<file path="src/rtl/cong_seq.sv">
// cong_seq: multi-cycle chunked ripple adder/subtractor with start/ready/done handshake and ALU flags.
module cong_seq #(
  parameter int WIDTH = 8,
  parameter int CHUNK = 2
) (
  input  logic             clk,
  input  logic             rst_n,
  input  logic             start,
  input  logic [WIDTH-1:0] a,
  input  logic [WIDTH-1:0] b,
  input  logic             cin,
  input  logic             sub,
  output logic             ready,
  output logic             done,
  output logic [WIDTH-1:0] s,
  output logic             co,
  output logic             ovf,
  output logic             zero
);
  localparam int NCH = WIDTH / CHUNK;
  localparam int IW  = NCH > 1 ? $clog2(NCH) : 1;
  typedef enum logic [1:0] {IDLE, RUN, DONE} state_t;
  state_t state_q, state_d;
  logic [WIDTH-1:0] a_q, a_d, b_q, b_d, acc_q, acc_d, s_q, s_d;
  logic c_q, c_d, co_q, co_d, ovf_q, ovf_d, zero_q, zero_d;
  logic [IW-1:0] idx_q, idx_d;
  logic [CHUNK-1:0] sum;
  logic [WIDTH+CHUNK-1:0] sh;
  logic c, cm, last;
  // Operands shift right each cycle so the current chunk always sits in the low CHUNK bits.
  always_comb begin
    c = c_q;
    cm = c_q;
    sum = '0;
    for (int i = 0; i < CHUNK; i++) begin
      cm = c;
      sum[i] = a_q[i] ^ b_q[i] ^ c;
      c = (a_q[i] & b_q[i]) | (c & (a_q[i] ^ b_q[i]));
    end
  end
  assign sh   = {sum, acc_q};
  assign last = idx_q == IW'(NCH - 1);
  always_comb begin
    state_d = state_q;
    a_d = a_q;
    b_d = b_q;
    c_d = c_q;
    acc_d = acc_q;
    idx_d = idx_q;
    s_d = s_q;
    co_d = co_q;
    ovf_d = ovf_q;
    zero_d = zero_q;
    case (state_q)
      IDLE: if (start) begin
        state_d = RUN;
        a_d = a;
        b_d = b ^ {WIDTH{sub}};
        c_d = sub ? ~cin : cin;
        idx_d = '0;
      end
      RUN: begin
        a_d = a_q >> CHUNK;
        b_d = b_q >> CHUNK;
        c_d = c;
        acc_d = sh[WIDTH+CHUNK-1:CHUNK];
        idx_d = idx_q + 1'b1;
        if (last) begin
          state_d = DONE;
          s_d = sh[WIDTH+CHUNK-1:CHUNK];
          co_d = c;
          ovf_d = cm ^ c;
          zero_d = ~|sh[WIDTH+CHUNK-1:CHUNK];
        end
      end
      default: state_d = IDLE;
    endcase
  end
  always_ff @(posedge clk or negedge rst_n) begin
    if (!rst_n) begin
      state_q <= IDLE;
      a_q <= '0;
      b_q <= '0;
      c_q <= 1'b0;
      acc_q <= '0;
      idx_q <= '0;
      s_q <= '0;
      co_q <= 1'b0;
      ovf_q <= 1'b0;
      zero_q <= 1'b0;
    end else begin
      state_q <= state_d;
      a_q <= a_d;
      b_q <= b_d;
      c_q <= c_d;
      acc_q <= acc_d;
      idx_q <= idx_d;
      s_q <= s_d;
      co_q <= co_d;
      ovf_q <= ovf_d;
      zero_q <= zero_d;
    end
  end
  assign ready = state_q == IDLE;
  assign done  = state_q == DONE;
  assign s     = s_q;
  assign co    = co_q;
  assign ovf   = ovf_q;
  assign zero  = zero_q;
endmodule

</file>
<file path="config.mk">
export PLATFORM = sky130hd
export DESIGN_NAME = cong_seq
export DESIGN_NICKNAME = d
export VERILOG_FILES = /design/src/rtl/cong_seq.sv
export SDC_FILE = /design/constraint.sdc
export NUM_CORES = 1
export LEC_CHECK = 0
export ABC_AREA = 1
export CORE_AREA = 2 2 59 66
export DETAILED_ROUTE_END_ITERATION = 8
export DIE_AREA = 0 0 61 68
export HOLD_SLACK_MARGIN = 0.05
export PLACE_DENSITY = 0.84
export SYNTH_ARGS = -nofsm -noshare
export SYNTH_HDL_FRONTEND = slang
export SYNTH_SLANG_ARGS = --single-unit
</file>
<file path="constraint.sdc">
create_clock -name clk -period 5 [get_ports clk]
set_clock_uncertainty 0.1 [all_clocks]
set_input_delay 1 -clock clk [delete_from_list [all_inputs] [get_ports clk]]
set_output_delay 1 -clock clk [all_outputs]
set_load 0.1 [all_outputs]
</file>
Word-level counts from Yosys, hierarchy flattened
Cells that the tools add are included.
Widths: inputs -> output; s select.
Operators by class
  add/subtract/negate cells: 1
  $mul: 0
  div/mod/pow operators: 0
  $lt $le $gt $ge: 0
  eq/ne operators: 5
  shift-type cells: 0
  mux-type cells: 12
  bitwise operators: 13
  reduce and logical (&&, ||, !) cells: 7
Operator list (number)
  $pmux 8 s2: 2
  $mux 8: 2
  $pmux 2 s2: 2
  $reduce_or 8->1: 1
  $xor 8x8->8: 1
  $mux 2: 3
  $reduce_and 2->1: 3
  $xor 1x1->1: 5
  $and 1x1->1: 4
  $eq 2x2->1 const B: 2
  $ne 2x2->1 const B: 2
  $add 2x1->2 const B: 1
  $eq 2x1->1 const B: 1
  $logic_not 2->1: 1
  $mux 1: 2
  $or 1x1->1: 2
  $pmux 1 s2: 1
  $reduce_bool 2->1: 1
  $logic_not 1->1: 1
  $not 1->1: 1
Storage, ports and cells
  flip-flop bits (word level): 40
  bits in latches: 0
  bits in writable memories: 0
  memory bits (read-only): 0
  memories: 0

Longest topological paths before layout
  depth after elaboration: 6
  gate-level depth with buffers: 7
  mapped depth without buffers: 7

Least setup slack after synthesis
OpenSTA, ideal clock, no wires.
  path type: reg2out
  from: register state_q[1]
  to: output done
  data arrival time: 1.734 ns
  data required time: 3.900 ns
  slack: 2.166 ns
  cell stages (with the launch flop): 3
  path buffers: 0
  cells stage by stage: dfrtp_1 inv_2 nor2_1
Between the ends
  longest elaborated chain between the ends: 1
Ends and longest elaborated chain
  from (decl): line 23  | state_t state_q, state_d;
  from (signal assigned): line 92  | state_q <= state_d;
  $eq 2x2->1: line 105  | assign done = state_q == DONE;
  to (decl): line 14  | output logic done,
No other way between the ends.

Worst setup path after layout
  from: register state_q[1]
  to: output ready
Between the ends
  longest elaborated chain between the ends: 1
Ends and longest elaborated chain
  $logic_not 2->1: line 104  | assign ready = state_q == IDLE;
  to (decl): line 13  | output logic ready,
No other way between the ends.

==> results.cfg <==
[worst_setup_path]
path_cells = nor2_2 -> clkdlybuf4s50_1
rr_startpoint = a_q[0]
reg2reg_to = zero
arrival_ns = 2.05
cp-end-kind = output pin
crit_path_top_delay_cell = clkdlybuf4s50_1
cp-start-kind = flip-flop
worstPathRequired_ns = 3.90
worstRegToRegCells = 7
critPathMaxStageDelay_ns = 1.16
crit_type = flip-flop to output pin
crit_fanout = 3
r2r_slack_ns = 3.04

[global_routing]
grt_pass1_wl_mm = 5.60
first_global_vias = 1345
overflow = 0
grtUsageTotal = 0.186
antenna_found_initial = 0
grt_max_degree = 39

[power_and_ir_drop]
p_int_w = 0.000808
switching_share = 0.496
p_seq_frac = 0.316
power.density_mw_per_mm2 = 713
p_switching_w = 0.000795
pwr-share-clk = 0.158
ir_drop_v = 0.000304
comb_power_share = 0.526
p_leak_nw = 1.10

[clocking]
clkLatencyLatePin_ns = 0.29
postCtsSetupRepairBufs = 0
post_cts_resized = 0
h-tree-depth = 2
cts_hold_buf = 0
clk_pin_slew_worst_paths_ns = 0.07
cts_max_path_buffers = 2
cts_tree = built
clock-root-buffer = clkbuf_8
cts_buffers = 5
clock_sinks = 38

[layout]
final_cell_mix = nand2_1 (74), dfrtp_1 (38), nand3_1 (33), clkdlybuf4s50_1 (32), inv_1 (20)
finalNetCount = 269
postLayoutCoreUtil = 0.635
layout_commonest_cell = nand2_1
drive_gt1_frac = 0.102
final_cells = 296
antennaDiodeCount = 0
syn2layout_area_growth_pct = 22.3

[synth]
yosysTopAreaCellShare = 0.517
synth_cell_types = 20
ys.flop_type = dfrtp_1
synth_edf_count = 0
synth_top_cell_by_area = dfrtp_1
yosysSeqAreaShare = 0.517
synthTopCellsByArea = dfrtp_1 (52%), nand2_1 (15%), nand3_1 (9.0%), inv_1 (4.1%), buf_6 (3.7%)
ys_async_sr_fraction = 1.00
synth_seq_cells = 38
avgSynthCellArea_um2 = 8.59
ys_warn_count = 0
syn_inst = 214
syn_area_mm2 = 0.00184
syn_nets = 238

[floorplan]
die_x_um = 61
num_rows = 23
core_area_mm2 = 0.00354
io_pins = 34
die_h_um = 68
die_area_mm2 = 0.00415
initial_core_util = 0.519

[routing]
wirelength_mm = 3.18
drtIter0Drc = 77
dr.pass1.iters = 4
drc_errors = 0
antenna_left = 0
vias = 1440
vias_per_cell = 4.86
wire_per_inst_um = 10.7

[sta]
fin_crit_sh = 0.631
fmax_mhz = 317
setup-tns-final_ns = 0
slew_headroom = 0.344
period_needed_ns = 3.15
setup_viol = 0
hold_viol_final = 0
rsz0062_at_grt = no
tightest_slew_ns = 0.981
drv_slew = 0

[outcome]
status = complete, no violations

[place]
dp_hpwl_mm = 2.20
numPortBuffers = 33
routabilityCongestion = 0.745
dpl.cell_count = 288

[min_path]
whs_endpoint = s[0]
hold_start = s[0]
holdPathStages = 2
hold_path_class = flip-flop to flip-flop

[flow_run]
cap_violations = 0
cell type report:
cell class / instances / area (µm²)
clock buffers: 5 / 68.8
repair buffers: 33 / 325
well taps: 50 / 62.6
flip-flops and latches: 38 / 951
fillers: 329 / 1290
multi-input cells: 144 / 713
clock inverters: 3 / 40.0
inverters: 23 / 86.3
flip-flops by register name, indices dropped and copies added (netlist names):
register,count
idx_q,2
b_q,8
c_q,1
zero,1
s,8
a_q,8
ovf,1
state_q,2
co,1
acc_q,6
synthesized netlist by cell type, types with 3 or more instances:
library cell,instances
buf_6,6
dfrtp_1,38
inv_1,20
inv_2,3
nand2_1,74
nand2_2,3
nand3_1,33
nor2_1,4
o21ai_0,10
o21ai_1,4
o21ai_2,6
xnor2_1,3
cells by family after synthesis:
logic type / Yosys count / share of synthesized area
adder cells (fa/ha/maj): 3 / 0.0286
buffers and inverters: 32 / 0.0946
flip-flops: 38 / 0.517
XOR/XNOR: 3 / 0.0143
AND/OR/NAND/NOR: 118 / 0.278
AO/OA/AOI/OAI: 20 / 0.0667
per-layer routing:
metal  up-vias  GRT usage  routed length (µm)
met5         -          0                   0
met1       656      0.210                1430
met2        40      0.317                1540
met4         0     0.0842                  72
met3         6     0.0586                 138
li1        738          -                   -
worst max-delay path, delay by kind of cell (launching register included):
family	cells	cell delay (ns)
buf+inv	1	1.16
flops	1	0.43
simple gates	1	0.17
per-stage QoR:
step / setup WS (ns) / power (W) / instance area [µm²] / hold slack [ns]
3_3_place_gp: 2.20 / 0.00134 / 2140 / 0.364
6_report: 1.85 / 0.00160 / 2250 / 0.381
5_1_grt: 1.77 / 0.00171 / 2250 / 0.407
3_5_place_dp: 2.16 / 0.00136 / 2140 / 0.368
4_1_cts: 1.84 / 0.00162 / 2250 / 0.387
2_1_floorplan: 2.17 / 0.00121 / 1840 / 0.353
power by group through the flow:
stage	Combinational (W)	Sequential (W)	Clock, W
after floorplan	0.000419	0.000792	0
after global placement	0.000831	0.000506	0
after detailed placement	0.000851	0.000511	0
after CTS	0.000853	0.000507	0.000258
after global routing	0.000926	0.000523	0.000265
final	0.000843	0.000507	0.000253
worst max-delay path by stage:
stage               cells after the start       start    end
detailed placement                      2  state_q[1]  ready
finish                                  2  state_q[1]  ready
global route                            2  state_q[1]  ready
floorplan                               2  state_q[1]   done
CTS                                     2  state_q[1]  ready
global placement                        2  state_q[1]  ready
Note: power is estimated with default switching activity, not from simulation.
